$ cat src/rtl/music_pkg.sv
// rtl/music_pkg.sv - shared note/song widths, rest code and sequencer states
package music_pkg;

  localparam int NOTE_W = 5;
  localparam int SONG_W = 2;
  localparam logic [NOTE_W-1:0] NOTE_REST = 5'd25;

  typedef enum logic [1:0] {
    IDLE,
    PLAY,
    SFX
  } state_t;

endpackage

$ cat src/rtl/tempo_ticker.sv
// rtl/tempo_ticker.sv - free-running step divider, tick on the last count
module tempo_ticker #(
  parameter int TICK_DIV = 10_000_000
) (
  input  logic clk,
  input  logic rst_n,
  input  logic clr,
  output logic tick
);

  localparam int CW = (TICK_DIV > 2) ? $clog2(TICK_DIV) : 1;
  localparam logic [CW-1:0] LAST = CW'(TICK_DIV - 1);

  logic [CW-1:0] cnt;

  assign tick = (cnt == LAST);

  always_ff @(posedge clk) begin
    if (!rst_n || clr) begin
      cnt <= '0;
    end else if (tick) begin
      cnt <= '0;
    end else begin
      cnt <= cnt + 1'b1;
    end
  end

endmodule

$ cat src/rtl/song_sequencer.sv
// rtl/song_sequencer.sv - song stepper with one-shot SFX pre-emption and resume
module song_sequencer
  import music_pkg::*;
#(
  parameter int TICK_DIV = 10_000_000,
  parameter int SONG_LEN = 112,
  parameter int ADDR_W   = 7
) (
  input  logic              clk,
  input  logic              rst_n,
  input  logic              play,
  input  logic              stop,
  input  logic [SONG_W-1:0] song_sel,
  input  logic              loop,
  input  logic              sfx_req,
  input  logic [NOTE_W-1:0] sfx_note,
  input  logic [7:0]        sfx_len,
  output logic [SONG_W-1:0] rom_song,
  output logic [ADDR_W-1:0] rom_addr,
  input  logic [NOTE_W-1:0] rom_data,
  output logic [NOTE_W-1:0] note_out,
  output logic              playing,
  output logic              sfx_busy,
  output logic              song_done
);

  localparam logic [ADDR_W-1:0] LAST_STEP = ADDR_W'(SONG_LEN - 1);

  state_t              state, state_nx;
  state_t              resume, resume_nx;
  logic [ADDR_W-1:0]   addr_nx;
  logic [SONG_W-1:0]   song_nx;
  logic                loop_q, loop_nx;
  logic [NOTE_W-1:0]   sfx_note_q, sfx_note_nx;
  logic [7:0]          remaining, remaining_nx;
  logic [NOTE_W-1:0]   note_nx;
  logic                done_nx;
  logic                restart;
  logic                tick;
  logic                clr;

  // Any state change, and a play restart inside PLAY, starts a fresh step.
  assign clr = (state_nx != state) || restart;

  tempo_ticker #(.TICK_DIV(TICK_DIV)) u_ticker (
    .clk  (clk),
    .rst_n(rst_n),
    .clr  (clr),
    .tick (tick)
  );

  assign playing  = (state == PLAY) || ((state == SFX) && (resume == PLAY));
  assign sfx_busy = (state == SFX);

  always_ff @(posedge clk) begin
    if (!rst_n) begin
      state      <= IDLE;
      resume     <= IDLE;
      rom_addr   <= '0;
      rom_song   <= '0;
      loop_q     <= 1'b0;
      sfx_note_q <= '0;
      remaining  <= '0;
      note_out   <= NOTE_REST;
      song_done  <= 1'b0;
    end else begin
      state      <= state_nx;
      resume     <= resume_nx;
      rom_addr   <= addr_nx;
      rom_song   <= song_nx;
      loop_q     <= loop_nx;
      sfx_note_q <= sfx_note_nx;
      remaining  <= remaining_nx;
      note_out   <= note_nx;
      song_done  <= done_nx;
    end
  end

  always_comb begin
    state_nx     = state;
    resume_nx    = resume;
    addr_nx      = rom_addr;
    song_nx      = rom_song;
    loop_nx      = loop_q;
    sfx_note_nx  = sfx_note_q;
    remaining_nx = remaining;
    done_nx      = 1'b0;
    restart      = 1'b0;

    case (state)
      PLAY:    note_nx = rom_data;
      SFX:     note_nx = sfx_note_q;
      default: note_nx = NOTE_REST;
    endcase

    if (stop) begin
      state_nx = IDLE;
      addr_nx  = '0;
      note_nx  = NOTE_REST;
    end else if (state == SFX) begin
      if (play) begin
        song_nx   = song_sel;
        loop_nx   = loop;
        addr_nx   = '0;
        resume_nx = PLAY;
      end
      if (tick) begin
        remaining_nx = remaining - 8'd1;
        if (remaining == 8'd1) state_nx = resume_nx;
      end
    end else begin
      if (play) begin
        song_nx = song_sel;
        loop_nx = loop;
        addr_nx = '0;
      end
      // SFX wins over play; a simultaneous play only sets up the resume target.
      if (sfx_req) begin
        state_nx     = SFX;
        resume_nx    = (play || state == PLAY) ? PLAY : IDLE;
        sfx_note_nx  = sfx_note;
        remaining_nx = (sfx_len == 8'd0) ? 8'd1 : sfx_len;
      end else if (play) begin
        state_nx = PLAY;
        restart  = 1'b1;
      end else if (state == PLAY && tick) begin
        if (rom_addr != LAST_STEP) begin
          addr_nx = rom_addr + 1'b1;
        end else begin
          addr_nx = '0;
          if (!loop_q) begin
            state_nx = IDLE;
            done_nx  = 1'b1;
          end
        end
      end
    end
  end

endmodule

$ cat config.mk
export PLATFORM = sky130hd
export DESIGN_NAME = song_sequencer
export DESIGN_NICKNAME = d
export VERILOG_FILES = /design/src/rtl/music_pkg.sv /design/src/rtl/tempo_ticker.sv /design/src/rtl/song_sequencer.sv
export SDC_FILE = /design/constraint.sdc
export NUM_CORES = 1
export LEC_CHECK = 0
export BUFFER_PORTS_ARGS = -buffer_cell sky130_fd_sc_hd__buf_4
export CORE_MARGIN = 3
export CORE_UTILIZATION = 51
export DETAILED_ROUTE_END_ITERATION = 7
export GPL_TIMING_DRIVEN = 0
export PLACE_DENSITY = 0.76
export SLEW_MARGIN = 0
export SYNTH_ARGS = -nofsm -noshare
export SYNTH_HDL_FRONTEND = slang
export SYNTH_SLANG_ARGS = --single-unit
export TNS_END_PERCENT = 5
$ cat constraint.sdc
create_clock -name clk -period 2.67 [get_ports clk]
set_input_delay 0.534 -clock clk [delete_from_list [all_inputs] [get_ports clk]]
set_output_delay 0.534 -clock clk [all_outputs]
set_load 0.03 [all_outputs]
-- After elaboration in Yosys (flattened, before gate mapping)
Index checks and enable logic that the tools add are counted.
- register bits: 57
- bits of input ports: 26
- output and inout port bits: 17
- logic and storage cells: 70
- add/sub/neg operators: 3
- equal/unequal tests: 8
- multiplexer cells: 29
- bitwise gates (word level): 4
- reductions and logical operators: 16
- operators by type and width (cell ; number):
    $mux 7 ; 6
    $mux 8 ; 4
    $add 24x1->24 const B ; 1
    $eq 24x24->1 const B ; 1
    $mux 2 ; 12
    $pmux 5 s2 ; 1
    $eq 8x1->1 const B ; 1
    $logic_not 8->1 ; 1
    $sub 8x1->8 const B ; 1
    $add 7x1->7 const B ; 1
    $ne 7x7->1 const B ; 1
    $reduce_or 7->1 ; 1
    $mux 1 ; 6
    $reduce_and 3->1 ; 2
    $eq 2x1->1 const B ; 2
    $logic_or 1x1->1 ; 4
    $not 1->1 ; 4
    $reduce_and 2->1 ; 2
    $reduce_or 2->1 ; 2
    $eq 2x2->1 const B ; 1
    $logic_and 1x1->1 ; 2
    $ne 2x1->1 const B ; 1
    $ne 2x2->1 ; 1
    $reduce_bool 2->1 ; 1
    $logic_not 1->1 ; 1

-- Logic depth before layout (Yosys ltp)
Gate-level depths: netlist of run 1.
- word-level depth: 11
- mapped depth: 8
- mapped depth without buffers: 7

-- Modules after synthesis
From an unflattened synthesis of run 1, not the netlist that was laid out.
- cells, all modules: 350
- area total of the unflattened synthesis: 2931.6 sq um
- modules (own cells, without submodules) (module ; instances ; cells each ; area each (sq um) ; seq. area each (sq um)):
    song_sequencer ; 1 ; 220 ; 1813.0 ; 660.6
    tempo_ticker ; 1 ; 130 ; 1118.6 ; 480.5

-- Worst setup path after synthesis of run 1
OpenSTA, ideal clock, no wires.
- kind: register to register
- start: register u_ticker.cnt[0]
- end: register rom_addr[4]
- arrival time: 2.526 ns
- slack: 0.074 ns
- cell stages (with the launch flop): 9
- path buffers: 2
- clock period less this slack: 2.596 ns
- path through: dfxtp_1 > ha_1 > nand2_1 > or4_1 > buf_2 > or4b_1 > buf_2 > or4b_1 > a21oi_1
- longest elaborated chain between the ends: 6
- RTL lines (element ; line ; RTL):
    start: declaration ; tempo_ticker.sv:14 ; logic [CW-1:0] cnt;
    start signal: assignment ; tempo_ticker.sv:24 ; cnt <= cnt + 1'b1;
    $eq 24x24->1 ; tempo_ticker.sv:16 ; assign tick = (cnt == LAST);
    $logic_and 1x1->1 ; song_sequencer.sv:126 ; end else if (state == PLAY && tick) begin
    $mux 7 ; song_sequencer.sv:126 ;
    $mux 7 ; song_sequencer.sv:123 ; end else if (play) begin
    $mux 7 ; song_sequencer.sv:118 ; if (sfx_req) begin
    $mux 7 ; song_sequencer.sv:100 ; end else if (state == SFX) begin
    end signal: assignment ; song_sequencer.sv:69 ; rom_addr <= addr_nx;
    end: declaration ; song_sequencer.sv:19 ; output logic [ADDR_W-1:0] rom_addr,
Every way passes these cells.
A chain may end at the register's enable or synchronous reset.

-- Worst setup path after layout of run 1
Same ends and word-level chain as after synthesis.

==> results of run 1 <==
[worst paths after layout]
path,start,to,slack (ps)
min reg2reg,resume[1],resume[1],450
max,u_ticker.cnt[0],rom_addr[4],80
max reg2reg,u_ticker.cnt[0],rom_addr[4],80
min,rom_data[3],note_out[3],410
[power by group through the flow]
stage	clock (uW)	sequential, uW	combinational, uW
6_report	830	887	173
4_1_cts	845	886	172
5_1_grt	880	889	195
3_3_place_gp	0	904	168
3_5_place_dp	0	904	170
2_1_floorplan	0	906	99.4
[logic make-up (layout without fill, tap and decap cells)]
family | count (synthesis) | count (layout) | share of synthesized area
muxes | 8 | 8 | 0.0290
and+or+nand+nor | 173 | 173 | 0.309
xor gates and xnor gates | 22 | 22 | 0.0687
DFF | 57 | 57 | 0.407
buffers and inverters | 26 | 83 | 0.0357
AOI/OAI and AO/OA | 50 | 50 | 0.124
adders and majority gates | 6 | 6 | 0.0267
[flip-flops by register name, summed over array words and instances, names as in the netlist]
name,cells
rom_addr,7
remaining,8
resume,2
loop_q,1
u_ticker.cnt,24
state,2
rom_song,2
sfx_note_q,5
note_out,5
song_done,1
[cell usage after synthesis (all sizes together), types with 4 or more instances]
master / instances
nor2: 50
xnor2: 16
inv: 12
nand4: 4
a21oi: 9
dfxtp: 57
nand2: 37
nor3: 12
o21ai: 11
or4: 4
nand3: 18
a21boi: 8
and3: 6
nor2b: 10
clkbuf: 12
ha: 6
mux2i: 7
xor2: 6
nor4: 9
[critical path: cells and delay by family (launching register included)]
| kind | cells | cell delay (ps) |
|---|---|---|
| buffers and inverters | 2 | 290 |
| and+or+nand+nor | 4 | 1570 |
| AOI/OAI and AO/OA | 1 | 120 |
| adders and majority gates | 1 | 160 |
| DFF | 1 | 380 |
[what timing repair did]
item | 4_1_cts | 5_1_grt
endpoints found under the hold margin | 0 | 0
endpoints found under the setup margin | 4 | 18
gates resized for setup | 5 | 16
pin swaps | 0 | 1
[metal layers]
metal	vias up	global-route usage	part of all wire
li1	1299	-	-
met1	1168	0.269	0.45
met2	60	0.347	0.47
met3	16	0.0594	0.056
met4	0	0.106	0.026
met5	-	0	0
[per-stage QoR]
stage | hold slack (ps) | util | setup TNS, ps
global placement | 442 | 0.615 | -101
CTS | 392 | 0.657 | 0
global route | 399 | 0.664 | -9.63
finish | 406 | 0.664 | 0
detailed placement | 443 | 0.615 | -98.3
floorplan | 430 | - | 0
[layout make-up]
type	instances	share of cell area
plain buffers	14	0.0203
clock buffers	9	0.0358
clock inverters	7	0.0228
inverters	12	0.0130
multi-input cells	259	0.461
flip-flops and latches	57	0.332
well taps	70	0.0253
repair buffers	41	0.0890
==> reports/qor.csv, run 1 <==
metric,value,unit
total number of vias,2543,
total area of sequential cells,1150,um^2
DR iter-0 viols,152,
global-route wire length before repair,11000,um
Placement Cell Area,3200,um^2
worst slack at placement,-98.3,ps
Final Cycle Share,0.969,
leading area contributor after synthesis,dfxtp_1,
CTS tree,done,
relative slew slack,0.647,
Final Power,1890,uW
Critical Path AT,2860,ps
total gr overflow,0,
slew at the pin closest to its max-slew limit,525,ps
reg2reg path depth,8,
Multi-input gate area,1600,um^2
later-pin clock latency in the skew report,350,ps
Pint,1380,uW
# IOs,43,
Routed Antenna Nets,0,
crit-path max FO,9,
register area share after synthesis,0.407,
top-area cell type share of the netlist area,0.407,
Slowest Stage Delay on Critical Path,510,ps
synthesized area,2810,um^2
GRT Total Usage,0.218,
"Avg Cell Area, Syn",8.21,um^2
"Slew Viols, Final",0,
"most common cell after layout, fill and taps aside",dfxtp_1,
Worst VDD drop,0.000555,V
Core Area,5200,um^2
CP max-delay cell,or4_4,
final worst slack,82.7,ps
hold path depth,2,
Syn. warnings,0,
max_cap viols,0,
clock root buffer,clkbuf_8,
Comb pwr share,0.092,
Post-CTS Setup Inserts,0,
gpl congestion,0.889,
synthesized netlist cell count,342,
Starting Density,0.539,
switching pwr,507,uW
Fin. Hold Viols,0,
Placed Cells incl. Taps,453,
HPWL Detailed,4580,um
Layout area overhead,23.2,%
Layout Cell Area excl Fill,3460,um^2
Buffers on Ports,41,
largest net degree at the start of global routing,13,
vias in the first global route,2455,
Peak Freq,387,MHz
Num CTS Buffers,9,
status,"finished, final reports clean",
Unique masters post-synth,49,
ordered cell list for the critical path,ha_4 > nand2_2 > or4_4 > buf_6 > or4b_4 > buf_6 > or4b_4 > a21oi_2,
Finished Layout Cells,469,
min Tclk post-route,2590,ps
vias per cell,5.42,
WL final,6400,um
final setup fails,0,
worst clock skew,9.93,ps
row cnt,26,
Hold Crit Class,primary input to flop,
clock power share,0.439,
Synth Flop Type,dfxtp_1,
switch share,0.268,
CTS Sinks,57,
RSZ-0062 raised after global routing,true,
Hold Buf Count CTS,0,
Worst EP required,2940,ps
FILL cells,459,
Die ar.,6430,um^2
layout net count,426,
WL per Instance,13.6,um
crit start category,flop,
share of cells above drive strength 1,0.201,
most frequent cells in the layout,"53 x dfxtp_1, 50 x nor2_1, 41 x buf_4, 36 x nand2_1, 18 x nand3_1",
Post-synth ARST share,0,
leakage power,0.00124,uW
CP Class,flop to flop,
DR DRC count,0,
initial antenna violation count,0,
Power Dens Cells,547,nW/um^2
Yosys reg bits,57,
DRT Pass-1 Iters,4,
clk slew on worst S/H paths,80,ps
syn_nets,374,
CP endpoint kind,flop,
top post-synthesis cells by area,"dfxtp_1 41%, nor2_1 6.7%, xnor2_1 5.0%",
Antenna Cells,0,
Die Span Y,80.2,um
"EDFF count, synth",0,
Seq pwr share,0.469,
CTS max path bufs,2,
H-tree levels,3,
Die Span X,80.2,um
No activity file was read; power rests on OpenSTA's default activity.
==> inputs of run 2 (changes only) <==
--- a/config.mk
+++ b/config.mk
@@ -7,10 +7,11 @@
 export LEC_CHECK = 0
 export BUFFER_PORTS_ARGS = -buffer_cell sky130_fd_sc_hd__buf_4
 export CORE_MARGIN = 3
-export CORE_UTILIZATION = 51
+export CORE_UTILIZATION = 45
 export DETAILED_ROUTE_END_ITERATION = 7
+export GPL_ROUTABILITY_DRIVEN = 0
 export GPL_TIMING_DRIVEN = 0
-export PLACE_DENSITY = 0.76
+export PLACE_DENSITY = 0.68
 export SLEW_MARGIN = 0
 export SYNTH_ARGS = -nofsm -noshare
 export SYNTH_HDL_FRONTEND = slang
==> run 2 against run 1 <==
Compared with the run above:
- worst setup slack improved by 6.7 ps
- fmax up 0.26%
- critical path depth unchanged
- combinational power is 3% higher
- clock power grew 20%
- utilization shrank 7.9 points
- hold slack improved by 14 ps
- sequential share of layout area fell by 0.38 points
- global-route usage shrank 2.5 points
- via count increased by 1.1%
- die area up 12%
==> reports/qor.csv, run 2 (synthesized netlist as in run 1, its figures left out) <==
metric,value,unit
worst r2r src,u_ticker.cnt[1],
Placement Cell Area,3210,um^2
crit-path max FO,9,
H-tree levels,3,
largest net degree at the start of global routing,11,
Final Cycle Share,0.967,
max FFs per register,24,
Die Span Y,85.0,um
total number of vias,2571,
R2R setup slack,90,ps
CP endpoint kind,flop,
WL final,6600,um
hold path depth,2,
CTS max path bufs,2,
total gr overflow,0,
Core Area,5990,um^2
DR DRC count,0,
Fin. Hold Viols,0,
HPWL Detailed,4750,um
end of the worst hold path,note_out[0],
"most common cell after layout, fill and taps aside",dfxtp_1,
leakage power,0.00127,uW
final setup fails,0,
"CP delay by family, top",simple AND/OR/NAND/NOR gates,
min Tclk post-route,2580,ps
CTS Sinks,57,
"Most flops, register",u_ticker.cnt,
Buffers on Ports,41,
Hold Crit Class,primary input to flop,
later-pin clock latency in the skew report,330,ps
WL per Instance,13.9,um
relative slew slack,0.627,
clk slew on worst S/H paths,70,ps
Critical Path AT,2840,ps
ordered cell list for the critical path,ha_4 > nand2_2 > or4_1 > buf_6 > or4b_4 > buf_6 > or4b_1 > a21oi_1,
Die ar.,7220,um^2
CP Class,flop to flop,
vias per cell,5.41,
Num CTS Buffers,9,
global-route wire length before repair,11300,um
Antenna Cells,0,
reg2reg path depth,8,
crit start category,flop,
layout net count,427,
"Slew Viols, Final",0,
worst clock skew,6.67,ps
HP Start,rom_data[0],
cell mode on critical path,buf_6,
Die Span X,85.0,um
clock root buffer,clkbuf_8,
share of cells above drive strength 1,0.195,
Reg-to-Reg End,rom_addr[4],
slew at the pin closest to its max-slew limit,554,ps
# IOs,43,
Starting Density,0.468,
GRT Total Usage,0.192,
Hold WS,420,ps
Slowest Stage Delay on Critical Path,530,ps
status,"finished, final reports clean",
DRT Pass-1 Iters,4,
Worst VDD drop,0.000542,V
most frequent cells in the layout,"53 x dfxtp_1, 50 x nor2_1, 42 x buf_4, 36 x nand2_1, 18 x nand3_1",
row cnt,28,
Worst EP required,2930,ps
Layout Cell Area excl Fill,3500,um^2
buffer and inverter count on the worst path,2,
CTS tree,done,
vias in the first global route,2485,
CP max-delay cell,or4_1,
Peak Freq,388,MHz
Routed Antenna Nets,0,
Hold Buf Count CTS,0,
DR iter-0 viols,114,
initial antenna violation count,0,
Power Dens Cells,588,nW/um^2
max_cap viols,0,
FILL cells,554,
largest registers,"u_ticker.cnt (24), remaining (8), rom_addr (7)",
Layout area overhead,24.9,%
[run 2: cell types whose count changed in the layout (fill, tap and decap cells not counted), sizes merged]
| cell | previous run | this run |
|---|---|---|
| buf | 43 | 44 |
| bufinv | 1 | 3 |
| clkbuf | 21 | 23 |
| clkinvlp | 3 | 1 |
| inv | 14 | 12 |
[run 2: worst max path at each step]
stage | startpoint | end | slack, ps | cells past startpoint
2_1_floorplan | u_ticker.cnt[0] | rom_addr[4] | 70 | 8
3_3_place_gp | u_ticker.cnt[0] | rom_addr[4] | -120 | 8
3_5_place_dp | u_ticker.cnt[0] | rom_addr[4] | -120 | 8
4_1_cts | u_ticker.cnt[1] | rom_addr[4] | 2 | 8
5_1_grt | u_ticker.cnt[17] | rom_addr[4] | -10 | 6
6_report | u_ticker.cnt[1] | rom_addr[4] | 90 | 8
[run 2: timing repair]
item                       4_1_cts  5_1_grt
resized for setup                7       12
setup endpoints to repair       15       19
buffers inserted                 0        1
pin swaps                        0        1
[run 2: power by group]
part | total (uW) | switching [uW] | internal [uW]
combinational | 179 | 102 | 76.9
sequential | 887 | 16.7 | 870
clock | 995 | 351 | 644
[run 2: through the flow]
step | cells | setup slack [ps] | power [uW] | utilization | setup TNS (ps)
after floorplan | 342 | 74.2 | 1010 | - | 0
after global placement | 458 | -116 | 1070 | 0.536 | -136
after detailed placement | 458 | -125 | 1080 | 0.536 | -205
after CTS | 474 | 1.74 | 2070 | 0.580 | 0
after global routing | 475 | -13.8 | 2140 | 0.585 | -25.6
final | 475 | 89.4 | 2060 | 0.585 | 0
[run 2: cell type report]
cell class	instances	area, um^2	share of cell area
multi-input cells	259	1580	0.452
flip-flops and latches	57	1150	0.328
repair buffers	42	315	0.0900
clock buffers	11	141	0.0403
clock inverters	5	103	0.0293
well taps	75	93.8	0.0268
plain buffers	14	71.3	0.0203
inverters	12	45.0	0.0129
[run 2: worst reg2reg max path, stage by stage (launching register included)]
cell and delay (ps):
dfxtp_4 370, ha_4 150, nand2_2 70, or4_1 530, buf_6 150, or4b_4 510, buf_6 150, or4b_1 460
a21oi_1 120
[run 2: routing by layer]
layer  GRT usage  up-vias  share of wire
met5           0        -              0
met4      0.0935        0          0.014
met3      0.0379        8          0.050
met2       0.316       52           0.48
met1       0.240     1210           0.46
li1            -     1301              -
==> inputs of run 3 (changes only) <==
--- a/config.mk
+++ b/config.mk
@@ -7,11 +7,12 @@
 export LEC_CHECK = 0
 export BUFFER_PORTS_ARGS = -buffer_cell sky130_fd_sc_hd__buf_4
 export CORE_MARGIN = 3
-export CORE_UTILIZATION = 45
+export CORE_UTILIZATION = 51
+export CTS_CLUSTER_SIZE = 30
 export DETAILED_ROUTE_END_ITERATION = 7
 export GPL_ROUTABILITY_DRIVEN = 0
 export GPL_TIMING_DRIVEN = 0
-export PLACE_DENSITY = 0.68
+export PLACE_DENSITY = 0.76
 export SLEW_MARGIN = 0
 export SYNTH_ARGS = -nofsm -noshare
 export SYNTH_HDL_FRONTEND = slang
==> run 3 against run 2 <==
Compared with the run above:
- fmax shrank 1.7%
- die area shrank 11%
- power shrank 8.4%
- flip-flop and latch count is the same
- sequential power is essentially flat
- worst setup slack lost 45 ps
- utilization grew 7.4 points
- critical path type unchanged
==> reports/qor.csv, run 3 (synthesized netlist as in run 1, its figures left out) <==
metric,value,unit
largest net degree at the start of global routing,13,
Die Span Y,80.2,um
slew at the pin closest to its max-slew limit,577,ps
total number of vias,2600,
DR DRC count,0,
WL final,6480,um
relative slew slack,0.612,
Worst EP required,2950,ps
CP Class,flop to flop,
# IOs,43,
layout net count,426,
Final Cycle Share,0.983,
initial antenna violation count,0,
crit-path max FO,9,
global-route wire length before repair,11100,um
Finished Layout Cells,469,
max_cap viols,0,
Core Area,5200,um^2
Power Dens Cells,550,nW/um^2
Hold Buf Count CTS,0,
Antenna Cells,0,
Die ar.,6430,um^2
vias in the first global route,2496,
worst slack at placement,-107,ps
row cnt,26,
"Slew Viols, Final",0,
vias per cell,5.54,
Die Span X,80.2,um
"most common cell after layout, fill and taps aside",dfxtp_1,
HPWL Detailed,4710,um
Starting Density,0.539,
Worst VDD drop,0.000358,V
min Tclk post-route,2630,ps
clk slew on worst S/H paths,80,ps
Peak Freq,381,MHz
Buffers on Ports,41,
leakage power,0.00123,uW
CTS tree,done,
CP endpoint kind,flop,
CTS Sinks,57,
crit start category,flop,
max FFs per register,24,
CTS max path bufs,2,
Critical Path AT,2900,ps
"Most flops, register",u_ticker.cnt,
DR iter-0 viols,179,
later-pin clock latency in the skew report,350,ps
status,"finished, final reports clean",
Placed Cells incl. Taps,453,
largest registers,"u_ticker.cnt (24), remaining (8), rom_addr (7)",
Routed Antenna Nets,0,
Num CTS Buffers,9,
GRT Total Usage,0.220,
final worst slack,44.4,ps
share of cells above drive strength 1,0.185,
DRT Pass-1 Iters,4,
Final Util,0.659,
worst clock skew,10.1,ps
Fin. Hold Viols,0,
H-tree levels,3,
Hold Crit Class,primary input to flop,
final setup fails,0,
Layout area overhead,22.3,%
WL per Instance,13.8,um
clock root buffer,clkbuf_8,
Final Power,1890,uW
RSZ-0062 raised after global routing,true,
most frequent cells in the layout,"55 x dfxtp_1, 50 x nor2_1, 41 x buf_4, 37 x nand2_1, 18 x nand3_1",
total gr overflow,0,
[run 3: cell count changes in the layout (fill, tap and decap cells not counted), sizes merged]
| cell | previous run | this run |
|---|---|---|
| clkinvlp | 1 | 2 |
| inv | 12 | 13 |
| clkbuf | 23 | 20 |
| clkinv | 1 | 3 |
| bufinv | 3 | 1 |
[run 3: stage by stage]
step / TNS [ps] / hold slack [ps] / instance area [um^2]
finish: 0 / 402 / 3430
global route: -145 / 400 / 3430
CTS: 0 / 391 / 3420
detailed placement: -151 / 448 / 3200
global placement: -98.6 / 438 / 3200
floorplan: 0 / 430 / 2810
[run 3: worst max-delay path, stage by stage, from the launching register on]
cell	delay, ps
dfxtp_4	380
ha_4	160
nand2_1	80
or4_1	500
buf_2	170
or4b_1	500
buf_2	180
or4b_1	460
a21oi_1	140
[run 3: final timing paths]
| kind | start | slack [ps] | end | depth (start not counted) |
|---|---|---|---|---|
| worst max-delay path | u_ticker.cnt[0] | 40 | rom_addr[4] | 8 |
| worst min-delay path | rom_data[4] | 400 | note_out[4] | 2 |
| worst max register to register | u_ticker.cnt[0] | 40 | rom_addr[4] | 8 |
| worst min register to register | resume[1] | 460 | resume[1] | 1 |
[run 3: metal layers]
layer	global-route usage	wire length, um
met5	0	0
met1	0.265	2890
met2	0.358	3070
met3	0.0415	368
met4	0.137	153
[run 3: timing repair]
item,CTS,global route
setup endpoints to repair,5,15
resized for setup,5,5
pin swaps,0,0
buffers inserted,0,0
[run 3: report_power, final]
part	leakage [uW]	internal, uW	switching (uW)
logic	0.000670	74.9	99.8
clock network	0.0000960	438	389
registers	0.000463	870	17.2
[run 3: layout make-up]
class | count | area, um^2
clock buffers | 9 | 124
flip-flops and latches | 57 | 1150
plain buffers | 14 | 57.6
inverters | 12 | 45.0
clock inverters | 7 | 80.1
repair buffers | 41 | 308
fillers | 446 | 1770
well taps | 70 | 87.6
multi-input cells | 259 | 1580
